`src/rtl/fetch_unit_pkg.sv`:
```
// Shared definitions for the instruction fetch unit.
//   fetch_state_e    : fetch controller states
//   RESET_PC_DEFAULT : PC loaded on reset unless overridden
//   INSTR_W          : instruction word width
//   PC_INC           : sequential PC step
package fetch_unit_pkg;

  localparam logic [31:0] RESET_PC_DEFAULT = 32'hBFC0_0000;
  localparam int          INSTR_W          = 32;
  localparam logic [31:0] PC_INC           = 32'd4;

  typedef enum logic [1:0] {
    ST_REQ,      // ready to issue a request for the current pc
    ST_WAIT,     // one request outstanding, waiting for its response
    ST_HOLD,     // word received but the queue could not take it yet
    ST_DISCARD   // request outstanding whose response must be thrown away
  } fetch_state_e;

endpackage : fetch_unit_pkg

```
`src/rtl/fetch_unit_if.sv`:
```
// Instruction-memory and instruction-queue signals of the fetch unit.
//   imem_req/imem_addr          : request valid and address (fetch -> memory)
//   imem_ready                  : memory accepts the request
//   imem_resp_valid/resp_data   : response strobe and instruction word
//   queue_full                  : downstream queue cannot accept a push
//   enque/enque_data            : push strobe and {pc, instr} payload
// master = fetch unit side, slave = memory/queue side.
interface fetch_unit_if #(
  parameter int WIDTH = 64
);
  logic              imem_req;
  logic [31:0]       imem_addr;
  logic              imem_ready;
  logic              imem_resp_valid;
  logic [31:0]       imem_resp_data;
  logic              queue_full;
  logic              enque;
  logic [WIDTH-1:0]  enque_data;

  modport master (
    output imem_req, imem_addr, enque, enque_data,
    input  imem_ready, imem_resp_valid, imem_resp_data, queue_full
  );

  modport slave (
    input  imem_req, imem_addr, enque, enque_data,
    output imem_ready, imem_resp_valid, imem_resp_data, queue_full
  );
endinterface : fetch_unit_if

```
`src/rtl/fetch_pc_gen.sv`:
```
// Fetch PC register with sequential increment and redirect load.
//   clk, reset  : clock, synchronous active-high reset (loads RESET_PC)
//   load_i      : take load_pc_i (redirect); wins over inc_i
//   load_pc_i   : redirect target
//   inc_i       : advance to pc + 4 (32-bit wrap)
//   pc_o        : current fetch PC
module fetch_pc_gen
  import fetch_unit_pkg::*;
#(
  parameter logic [31:0] RESET_PC = RESET_PC_DEFAULT
) (
  input  logic        clk,
  input  logic        reset,
  input  logic        load_i,
  input  logic [31:0] load_pc_i,
  input  logic        inc_i,
  output logic [31:0] pc_o
);

  logic [31:0] pc_q, pc_d;

  // NOTE: every always_comb output gets a default first so no path can infer a latch.
  always_comb begin
    pc_d = pc_q;
    if (load_i) begin
      pc_d = load_pc_i;
    end else if (inc_i) begin
      pc_d = pc_q + PC_INC;  // modulo 2^32, 0xFFFF_FFFC wraps to 0
    end
  end

  // NOTE: sequential state uses non-blocking assignments only.
  always_ff @(posedge clk) begin
    if (reset) begin
      pc_q <= RESET_PC;
    end else begin
      pc_q <= pc_d;
    end
  end

  assign pc_o = pc_q;

endmodule : fetch_pc_gen

```
`src/rtl/fetch_unit.sv`:
```
// Instruction fetch unit: issues one instruction-memory request at a time
// for the current PC and pushes {pc, instr} into the instruction queue.
//   clk, reset   : clock, synchronous active-high reset
//   stall        : blocks new requests and pushes
//   flush        : redirect strobe, highest priority after reset
//   redirect_pc  : new fetch PC, valid with flush
//   bus          : memory request/response and queue push signals
module fetch_unit
  import fetch_unit_pkg::*;
#(
  parameter logic [31:0] RESET_PC = RESET_PC_DEFAULT,
  parameter int          WIDTH    = 64
) (
  input  logic         clk,
  input  logic         reset,
  input  logic         stall,
  input  logic         flush,
  input  logic [31:0]  redirect_pc,
  fetch_unit_if.master bus
);

  fetch_state_e         state_q, state_d;
  logic [INSTR_W-1:0]   hold_q, hold_d;
  logic [31:0]          pc;
  logic                 pc_load, pc_inc;
  logic                 mem_req, push;
  logic [INSTR_W-1:0]   push_instr;
  logic                 can_push;

  fetch_pc_gen #(
    .RESET_PC (RESET_PC)
  ) u_pc_gen (
    .clk       (clk),
    .reset     (reset),
    .load_i    (pc_load),
    .load_pc_i (redirect_pc),
    .inc_i     (pc_inc),
    .pc_o      (pc)
  );

  assign can_push = ~bus.queue_full & ~stall;

  // Outputs are decoded from state and the live inputs so that a response can
  // be pushed in the cycle it arrives; everything is forced idle under reset.
  always_comb begin
    state_d    = state_q;
    hold_d     = hold_q;
    pc_load    = 1'b0;
    pc_inc     = 1'b0;
    mem_req    = 1'b0;
    push       = 1'b0;
    push_instr = hold_q;

    if (!reset) begin
      unique case (state_q)
        ST_REQ: begin
          if (flush) begin
            pc_load = 1'b1;
          end else begin
            mem_req = ~stall;
            if (mem_req && bus.imem_ready) state_d = ST_WAIT;
          end
        end

        ST_WAIT: begin
          if (flush) begin
            // A response in the flush cycle retires the request; otherwise it
            // is still in flight and must be swallowed later.
            pc_load = 1'b1;
            state_d = bus.imem_resp_valid ? ST_REQ : ST_DISCARD;
          end else if (bus.imem_resp_valid) begin
            if (can_push) begin
              push       = 1'b1;
              push_instr = bus.imem_resp_data;
              pc_inc     = 1'b1;
              state_d    = ST_REQ;
            end else begin
              hold_d  = bus.imem_resp_data;
              state_d = ST_HOLD;
            end
          end
        end

        ST_HOLD: begin
          if (flush) begin
            pc_load = 1'b1;
            hold_d  = '0;
            state_d = ST_REQ;
          end else if (can_push) begin
            push    = 1'b1;
            pc_inc  = 1'b1;
            hold_d  = '0;
            state_d = ST_REQ;
          end
        end

        ST_DISCARD: begin
          if (flush) pc_load = 1'b1;
          // The stale response retires the request whether or not another
          // redirect arrives with it.
          if (bus.imem_resp_valid) state_d = ST_REQ;
        end

        default: state_d = ST_REQ;
      endcase
    end
  end

  always_ff @(posedge clk) begin
    if (reset) begin
      state_q <= ST_REQ;
      hold_q  <= '0;
    end else begin
      state_q <= state_d;
      hold_q  <= hold_d;
    end
  end

  assign bus.imem_req   = mem_req;
  assign bus.imem_addr  = pc;
  assign bus.enque      = push;
  assign bus.enque_data = push ? WIDTH'({pc, push_instr}) : '0;

endmodule : fetch_unit

```
`src/flat_wrapper.sv`:
```
// flat-port wrapper written by rule: the top's interface ports become plain ports
module fetch_unit_flat import fetch_unit_pkg::*;
#(
  parameter logic [31:0] RESET_PC = RESET_PC_DEFAULT,
  parameter int          WIDTH    = 64
)
  (clk, reset, stall, flush, redirect_pc, bus_imem_req, bus_imem_addr, bus_enque, bus_enque_data, bus_imem_ready, bus_imem_resp_valid, bus_imem_resp_data, bus_queue_full);
  fetch_unit_if #(.WIDTH(WIDTH)) bus_i ();
  input  logic clk;
  input  logic reset;
  input  logic stall;
  input  logic flush;
  input  logic [31:0] redirect_pc;
  output wire logic [$bits(bus_i.imem_req)-1:0] bus_imem_req;
  output wire logic [$bits(bus_i.imem_addr)-1:0] bus_imem_addr;
  output wire logic [$bits(bus_i.enque)-1:0] bus_enque;
  output wire logic [$bits(bus_i.enque_data)-1:0] bus_enque_data;
  input wire logic [$bits(bus_i.imem_ready)-1:0] bus_imem_ready;
  input wire logic [$bits(bus_i.imem_resp_valid)-1:0] bus_imem_resp_valid;
  input wire logic [$bits(bus_i.imem_resp_data)-1:0] bus_imem_resp_data;
  input wire logic [$bits(bus_i.queue_full)-1:0] bus_queue_full;
  assign bus_imem_req = bus_i.imem_req;
  assign bus_imem_addr = bus_i.imem_addr;
  assign bus_enque = bus_i.enque;
  assign bus_enque_data = bus_i.enque_data;
  assign bus_i.imem_ready = bus_imem_ready;
  assign bus_i.imem_resp_valid = bus_imem_resp_valid;
  assign bus_i.imem_resp_data = bus_imem_resp_data;
  assign bus_i.queue_full = bus_queue_full;
  fetch_unit #(.RESET_PC(RESET_PC), .WIDTH(WIDTH)) u_core (.clk(clk), .reset(reset), .stall(stall), .flush(flush), .redirect_pc(redirect_pc), .bus(bus_i));
endmodule
```
`config.mk`:
```
export PLATFORM = sky130hd
export DESIGN_NAME = fetch_unit_flat
export DESIGN_NICKNAME = d
export VERILOG_FILES = /design/src/rtl/fetch_unit_pkg.sv /design/src/rtl/fetch_unit_if.sv /design/src/rtl/fetch_pc_gen.sv /design/src/rtl/fetch_unit.sv /design/src/flat_wrapper.sv
export SDC_FILE = /design/constraint.sdc
export NUM_CORES = 1
export LEC_CHECK = 0
export ABC_AREA = 1
export BUFFER_PORTS_ARGS = -buffer_cell sky130_fd_sc_hd__buf_2
export CORE_MARGIN = 5
export CORE_UTILIZATION = 50
export DETAILED_ROUTE_END_ITERATION = 12
export PLACE_DENSITY = 0.88
export SLEW_MARGIN = 15
export SYNTH_ARGS = -nofsm -noshare
export SYNTH_HDL_FRONTEND = slang
export SYNTH_HIERARCHICAL = 1
export SYNTH_SLANG_ARGS = --single-unit
```
`constraint.sdc`:
```
create_clock -name clk -period 2.2 [get_ports clk]
set_input_delay 0.11 -clock clk [delete_from_list [all_inputs] [get_ports clk]]
set_output_delay 0.11 -clock clk [all_outputs]
set_load 0.02 [all_outputs]
```
After elaboration in Yosys (flattened, before gate mapping)
Cells that the tools add are included.
{"block": "op_classes", "addsub": 1, "eq_ne": 11, "n_mux": 36, "n_bitwise": 3, "reduce_logical": 7}
{"cell": "two-way mux 32 bit", "n": 12}
{"cell": "two-way mux 64 bit", "n": 1}
{"cell": "case mux 32 bit (2 select lines)", "n": 1}
{"cell": "adder 32 x 3 -> 32 bit (second input constant)", "n": 1}
{"cell": "two-way mux 2 bit", "n": 9}
{"cell": "two-way mux 1 bit", "n": 11}
{"cell": "!= test 2 bit (second input constant)", "n": 5}
{"cell": "AND reduction 5 bit", "n": 2}
{"cell": "case mux 2 bit (4 select lines)", "n": 1}
{"cell": "equality test 2 bit (second input constant)", "n": 2}
{"cell": "nonzero test 2 bit", "n": 2}
{"cell": "OR reduction 4 bit", "n": 1}
{"cell": "!= test 3 x 2 -> 1 bit (second input constant)", "n": 1}
{"cell": "!= test 3 bit (second input constant)", "n": 1}
{"cell": "equality test 2 x 1 -> 1 bit (second input constant)", "n": 1}
{"cell": "zero test 2 bit", "n": 1}
{"cell": "!= test 2 x 1 -> 1 bit (second input constant)", "n": 1}
{"cell": "NOT 1 bit", "n": 2}
{"cell": "case mux 1 bit (2 select lines)", "n": 1}
{"cell": "bitwise AND 1 bit", "n": 1}
{"cell": "logical AND 1 bit", "n": 1}
{"block": "totals", "ff_bits": 66, "input_bits": 71, "output_inout_bits": 98, "word_cells": 61}

Depth between registers and ports, before layout
Gate-level depths: netlist (run 1).
{"block": "logic_depth", "ltp_word": 9, "depth_mapped": 14, "ltp_nobuf": 12}

By module
The synthesis (run 1) kept the hierarchy.
{"mod": "fetch_unit", "instances": 1, "cells_each": 439, "area_each_um2": 2417.3, "seq_area_each_um2": 680.7}
{"mod": "fetch_pc_gen", "instances": 1, "cells_each": 320, "area_each_um2": 2067.0, "seq_area_each_um2": 640.6}

Worst setup path before layout (run 1)
Ideal clock, no wire load.
{"block": "synth_timing", "path_type": "reg2reg", "startpoint": "register u_core.state_q[0]", "endpoint": "register u_core.u_pc_gen.pc_q[19], in the netlist u_core/u_pc_gen/pc_o[19]", "setup_time_ns": 0.067, "arrival_ns": 1.922, "required_time_ns": 2.133, "slack_ns": 0.210, "path_stages_with_launch": 12, "n_path_buf": 2, "synth_period_minus_slack_ns": 1.990, "cell_sequence": "dfxtp_1 inv_1 ha_1 inv_2 nand2_2 o211ai_2 nor2_4 buf_4 nor2_1 clkbuf_1 a22oi_1 a21oi_2"}
{"block": "synth_between", "elab_chain_cells": 4, "word_cells_on_any_way": 5, "classes_between": "eq/ne: 2; mux: 2; reduce/logical: 1"}
{"item": "start, declared", "line_no": "fetch_unit.sv:22", "text": "fetch_state_e state_q, state_d;"}
{"item": "start signal, assigned", "line_no": "fetch_unit.sv:114", "text": "state_q <= state_d;"}
{"item": "equality test 2 bit or equality test 2 x 1 -> 1 bit (tied branches)"}
{"item": "case mux 1 bit (2 select lines) *"}
{"item": "two-way mux 1 bit *"}
{"item": "via bus_enque", "line_no": "flat_wrapper.sv:16", "text": "output wire logic [$bits(bus_i.enque)-1:0] bus_enque;"}
{"item": "nonzero test 2 bit (no source line) *"}
{"item": "end signal, assigned", "line_no": "fetch_pc_gen.sv:37", "text": "pc_q <= pc_d;"}
{"item": "end, declared", "line_no": "fetch_pc_gen.sv:20", "text": "logic [31:0] pc_q, pc_d;"}
Mark *: on every way through the listed nets, which the timed path passes. The rest lies on a longest branch.
A chain may end at the register's enable or synchronous reset.

Worst setup path in the final report (run 1)
{"block": "layout_timing", "startpoint": "register u_core.state_q[0]", "endpoint": "output bus_enque_data[51]"}
{"block": "layout_between", "elab_chain_cells": 4, "word_cells_on_any_way": 5, "classes_between": "eq/ne: 2; mux: 3"}
{"item": "equality test 2 bit or equality test 2 x 1 -> 1 bit (tied branches)", "line_no": "fetch_unit.sv:55", "text": "unique case (state_q)"}
{"item": "case mux 1 bit (2 select lines) *", "line_no": "fetch_unit.sv:55"}
{"item": "two-way mux 1 bit *", "line_no": "fetch_unit.sv:54", "text": "if (!reset) begin"}
{"item": "two-way mux 64 bit *", "line_no": "fetch_unit.sv:122", "text": "assign bus.enque_data = push ? WIDTH'({pc, push_instr}) : '0;"}
{"item": "end, declared", "line_no": "flat_wrapper.sv:17", "text": "output wire logic [$bits(bus_i.enque_data)-1:0] bus_enque_data;"}
Every way passes the cells marked *; elsewhere a longest branch is shown, timed or not.

==> results of run 1 <==
flip-flops by register name (all words and copies together), names as in the netlist:
register and count:
u_core/hold_q 32, u_core/u_pc_gen/pc_o 32, u_core/state_q 2
placed cells by master, fill, tap and decap left out, types with 16 or more instances in the layout:
cell,count
a21oi_1,16
buf_2,143
buf_4,32
dfxtp_1,64
inv_1,63
nand2_1,180
nand3_1,50
nor2_1,194
nor2_2,21
o21ai_0,37
per-stage QoR:
stage / hold WS [ns] / power [mW] / cells / cell area [um^2]
after floorplan: 0.215 / 2.75 / 759 / 4480
after global placement: 0.334 / 2.99 / 1013 / 5420
after detailed placement: 0.339 / 3.03 / 1013 / 5420
after CTS: 0.00161 / 4.34 / 1035 / 5770
after global routing: 0.0237 / 4.75 / 1044 / 6110
final: 0.0111 / 4.48 / 1044 / 6110
worst max-delay path, stage by stage (launching register included):
cell and delay (ns):
dfxtp_4 0.37, inv_2 0.11, ha_4 0.16, buf_4 0.12
o211ai_4 0.08, nor2_4 0.22, buf_6 0.17, inv_8 0.07
clkbuf_16 0.17, nor2_2 0.09, buf_4 0.15
routing by layer:
metal	wire length, um	vias to the layer above	GRT usage (%)	part of all wire [%]
li1	-	2738	-	-
met1	5820	2460	28.4	38
met2	7680	293	42.2	50
met3	1390	39	5.49	9.1
met4	384	0	7.49	2.5
met5	0	-	0	0
kinds of logic (layout without fill, tap and decap cells):
group / after synthesis / after routing / share of synthesized area [%]
xor gates and xnor gates: 11 / 11 / 2.15
and+or+nand+nor: 477 / 477 / 44.2
adders and majority gates: 5 / 5 / 1.40
DFF: 66 / 66 / 29.5
buffers and inverters: 108 / 285 / 10.7
AOI/OAI and AO/OA: 92 / 92 / 12.2
how the worst max path moves through the flow:
stage                 startpoint                  endpoint  slack, ns  depth (start not counted)
2_1_floorplan  u_core/state_q[0]  u_core/u_pc_gen/pc_o[19]       0.21                         11
3_3_place_gp   u_core/state_q[1]        bus_enque_data[28]       0.30                         10
3_5_place_dp   u_core/state_q[1]   u_core/u_pc_gen/pc_o[5]       0.18                         12
4_1_cts        u_core/state_q[1]        bus_enque_data[42]      0.003                         11
5_1_grt        u_core/state_q[0]        bus_enque_data[35]      -0.06                         11
6_report       u_core/state_q[0]        bus_enque_data[51]       0.04                         10
area by class of cell:
cell class / count / area [um^2] / area share (%)
Multi-Input combinational cell: 585 / 2800 / 45.8
Sequential cell: 66 / 1330 / 21.7
Timing Repair Buffer: 198 / 1320 / 21.5
Inverter: 71 / 282 / 4.60
Clock buffer: 10 / 138 / 2.25
Tap cell: 108 / 135 / 2.21
Clock inverter: 6 / 114 / 1.86
report_power, final:
part	switching [mW]	leakage, nW	internal, mW	total [mW]
logic	1.00	2.23	0.603	1.61
clock network	0.510	0.119	0.786	1.30
registers	0.162	0.545	1.42	1.58
total	1.68	2.89	2.81	4.48
repair_timing:
action,in CTS,in global routing
pin swaps,1,7
endpoints found under the setup margin,55,59
hold endpoints to repair,5,0
resized for setup,13,69
cloned,0,4
buffers inserted,1,5
hold buffers,5,0
==> out/summary.txt, run 1 <==
Avg Cell Area, Syn = 5.91 um^2
Fin. Hold Viols = 0
RR Startpoint = u_core/state_q[0]
First-pass GRT wire length = 22,300 um
Die Y = 105 um
Cell accounting for the most synthesized area = dfxtp_1
CP Launch Type = register
Worst Skew = 0.0107 ns
Detailed Route WL = 15,300 um
Worst reg2reg setup slack = 0.08 ns
Number of global-route vias before repair = 4,826
Max Root-Sink Buffers = 2
Final WS setup = 0.0378 ns
# IOs = 169
Core Region = 8720 um^2
GRT Residual Overflow = 0
Max-cap violations = 0
Setup_tns = 0 ns
Top_reg_cell synth = dfxtp_1
Status = finished, final reports clean
Ys Warns = 6
Worst Hold End = u_core/u_pc_gen/pc_o[22]
Slew margin rel. = 65.7%
Top cells by area, synth = dfxtp_1, nor2_1, nand2_1
Final setup vio count = 0
Flop and latch count out of synthesis = 66
# port buffers = 168
DP Worst Slack = 0.176 ns
Share of the synthesized area in the top cell type = 29.5%
Placement Rows = 34
Die Area = 11,000 um^2
Kind of critical path = reg2out
Util after Layout = 70.1%
Post-synth cell types = 33
DRT Pass-1 Iters = 5
Layout area overhead = 36.3%
DRC violations left = 0
Final #Nets = 1,007
Root buf cell = clkbuf_8
CP Data Required Time = 2.09 ns
Critical path fanouts, max = 13
Reg-to-reg endpoint = u_core/u_pc_gen/pc_o[19]
Fill cell count = 706
Initial DRC Count = 358
CTS Buf Count = 9
FMAX = 0.462 GHz
Initial antenna violation count = 0
Commonest cells post-synth = nor2_1, nand2_1, dfxtp_1, inv_1, nand3_1
Initial Util = 51.4%
Tmin final = 2.16 ns
Mapped Cells = 759
Power density cells = 733 nW/um^2
RD Place Congestion = 0.941
CTS tree = yes
Die Width = 105 um
Total GRT Usage = 23.8%
HPWL Detailed = 9620 um
DR vias = 5,530
Ratio of cells with drive above 1 in the final layout = 27.9%
Worst-margin pin slew = 0.515 ns
Worst EP arrival = 2.05 ns
Worst Hold Depth = 3
CTS sink cnt = 66
Clk pin slew, worst setup/hold paths = 0.08 ns
ANT nets after route = 0
# diodes = 0
Pins over their slew limit = 0
Cell with the most instances after synthesis = nor2_1
Largest net degree at the start of global routing = 35
Ys async rst share = 0%
Element type at the critical path end = primary output
H-Tree Depth = 3
EDFF count, synth = 0
Maximum vdd drop = 0.000684 V
Hold Crit Class = in2reg
R2R cell count = 12
Cell area after synthesis = 4480 um^2
Leakage = 2.89 nW
Worst hold path startpoint = redirect_pc[22]
DR WL/cell = 14.6 um
Vias per cell = 5.30
Post-synthesis sequential area ratio = 29.5%
Clock Latency Late Sink = 0.34 ns
Fin crit share = 98.3%
Mapped Nets = 835
(Power assumes the default switching activity.)
==> run 2: changes to the inputs <==
--- a/config.mk
+++ b/config.mk
@@ -11,7 +11,7 @@
 export CORE_UTILIZATION = 50
 export DETAILED_ROUTE_END_ITERATION = 12
 export PLACE_DENSITY = 0.88
-export SLEW_MARGIN = 15
+export SETUP_SLACK_MARGIN = 0.5
 export SYNTH_ARGS = -nofsm -noshare
 export SYNTH_HDL_FRONTEND = slang
 export SYNTH_HIERARCHICAL = 1
==> run 2 against run 1 <==
Combinational power up 7%; sequential share of layout area down 2.0 points; cell count up 1.8%; die area unchanged; sequential cell count unchanged; sequential power about the same.
==> out/summary.txt, run 2 (synthesis gave the netlist of run 1 again) <==
Util after Layout = 77.1%
CTS sink cnt = 66
RR Startpoint = u_core/state_q[0]
Final #Nets = 1,026
Worst hold path startpoint = redirect_pc[23]
Ratio of cells with drive above 1 in the final layout = 35.1%
Fin. Hold Viols = 0
Die Width = 105 um
# port buffers = 168
Max incr delay on CP = 0.38 ns
Die Area = 11,000 um^2
Largest net degree at the start of global routing = 35
CTS Buf Count = 9
Worst reg2reg setup slack = 0.08 ns
Tmin final = 2.12 ns
CP Launch Type = register
Setup_tns = 0 ns
# diodes = 0
Layout area overhead = 50.0%
RD Place Congestion = 0.885
Worst EP arrival = 2.42 ns
Slew margin rel. = 67.8%
Leakage = 3.04 nW
Max-cap violations = 0
CP Data Required Time = 2.50 ns
CP bufs+invs = 9
Detailed Route WL = 16,600 um
Core Region = 8720 um^2
Element type at the critical path end = register
RSZ-0062 raised after global routing = true
Initial DRC Count = 380
Max Root-Sink Buffers = 2
DR WL/cell = 15.7 um
Initial antenna violation count = 0
Fill cell count = 610
Pins over their slew limit = 0
Fin crit share = 96.5%
DRC violations left = 0
Commonest non-fill, non-tap cell in the layout = nor2_1
Clk pin slew, worst setup/hold paths = 0.08 ns
CP max-delay cell = dfxtp_4
DR vias = 5,824
CTS tree = yes
Worst-margin pin slew = 0.482 ns
Initial Util = 51.4%
Root buf cell = clkbuf_8
Clock Latency Late Sink = 0.35 ns
Reg-to-reg endpoint = u_core/u_pc_gen/pc_o[3]
Multi-input gate area = 3100 um^2
Placement Rows = 34
DRT Pass-1 Iters = 5
Leading cell types in the layout, fill and taps excluded = nor2_1, nand2_1, buf_2, buf_4, dfxtp_1
Hold Crit Class = in2reg
Worst Hold End = u_core/u_pc_gen/pc_o[23]
Cell mode on critical path = buf_12
First-pass GRT wire length = 24,200 um
Worst path cell trace = inv_6 > ha_4 > inv_4 > nand2_4 > o211ai_2 > nor2_4 > buf_12 > buf_8 > buf_12 > inv_8 > nor2_4 > buf_12 > buf_6 > nand2_2 > nand2_1 > nand2_1 > inv_1
Die Y = 105 um
Status = finished, final reports clean
GRT Residual Overflow = 0
Critical path fanouts, max = 5
Worst Skew = 0.00779 ns
Kind of critical path = reg2reg
Vias per cell = 5.48
Number of global-route vias before repair = 5,278
Register area = 1330 um^2
Maximum vdd drop = 0.000457 V
Total GRT Usage = 26.0%
Power density cells = 687 nW/um^2
HPWL Detailed = 9400 um
Final setup vio count = 0
# IOs = 169
ANT nets after route = 0
Worst Hold Depth = 3
FMAX = 0.471 GHz
H-Tree Depth = 3
Crit path max-delay family = buffers and inverters
R2R cell count = 17
-- run 2: worst max-delay path by stage --
stage / from / to / depth (start not counted)
floorplan: u_core/state_q[0] / u_core/u_pc_gen/pc_o[2] / 13
global placement: u_core/state_q[0] / u_core/u_pc_gen/pc_o[2] / 8
detailed placement: u_core/state_q[1] / u_core/u_pc_gen/pc_o[2] / 10
CTS: u_core/state_q[0] / bus_enque_data[30] / 9
global route: u_core/state_q[0] / u_core/u_pc_gen/pc_o[5] / 15
finish: u_core/state_q[0] / u_core/u_pc_gen/pc_o[3] / 17
-- run 2: worst register-to-register path, delay by kind of cell (launching register included) --
family | cells | cell delay (ns)
compound gates | 1 | 0.09
fa+ha+maj | 1 | 0.16
buf+inv | 9 | 0.84
flops | 1 | 0.38
simple gates | 6 | 0.60
-- run 2: repair_timing --
| item | 4_1_cts | 5_1_grt |
|---|---|---|
| resized for setup | 66 | 142 |
| setup buffers | 15 | 7 |
| hold buffers | 9 | 0 |
| pin swaps | 5 | 41 |
| endpoints found under the setup margin | 91 | 127 |
| hold endpoints to repair | 9 | 0 |
| gates cloned | 5 | 2 |
-- run 2: per-stage QoR --
step | worst slack, ns | hold slack [ns] | cell area, um^2 | power [mW] | cells
2_1_floorplan | 0.449 | 0.215 | 4620 | 2.81 | 759
3_3_place_gp | -0.0135 | 0.331 | 5450 | 3.05 | 1009
3_5_place_dp | -0.0889 | 0.338 | 5450 | 3.09 | 1009
4_1_cts | 0.136 | 0.0167 | 6230 | 4.48 | 1054
5_1_grt | -0.0354 | 0.0195 | 6730 | 4.93 | 1063
6_report | 0.0766 | 0.0238 | 6730 | 4.62 | 1063
-- run 2: area by class of cell --
class                      count  share of cell area, %
multi-input combinational    587                   46.0
timing repair buffer         215                   24.1
sequential                    66                   19.8
inverter                      71                   4.41
clock buffer                  10                   2.05
tap                          108                   2.01
clock inverter                 6                   1.69
-- run 2: where the power goes --
group	leakage, nW	internal [mW]	switching [mW]	total, mW
Combinational	2.38	0.656	1.07	1.73
Clock	0.119	0.786	0.515	1.30
Sequential	0.545	1.42	0.179	1.60
Total	3.04	2.86	1.76	4.62
-- run 2: layer usage --
layer	vias to the layer above	track usage, %	wire length [um]
li1	2785	-	-
met1	2593	30.5	5930
met2	382	46.3	8360
met3	64	6.66	1820
met4	0	8.49	535
met5	-	0	0
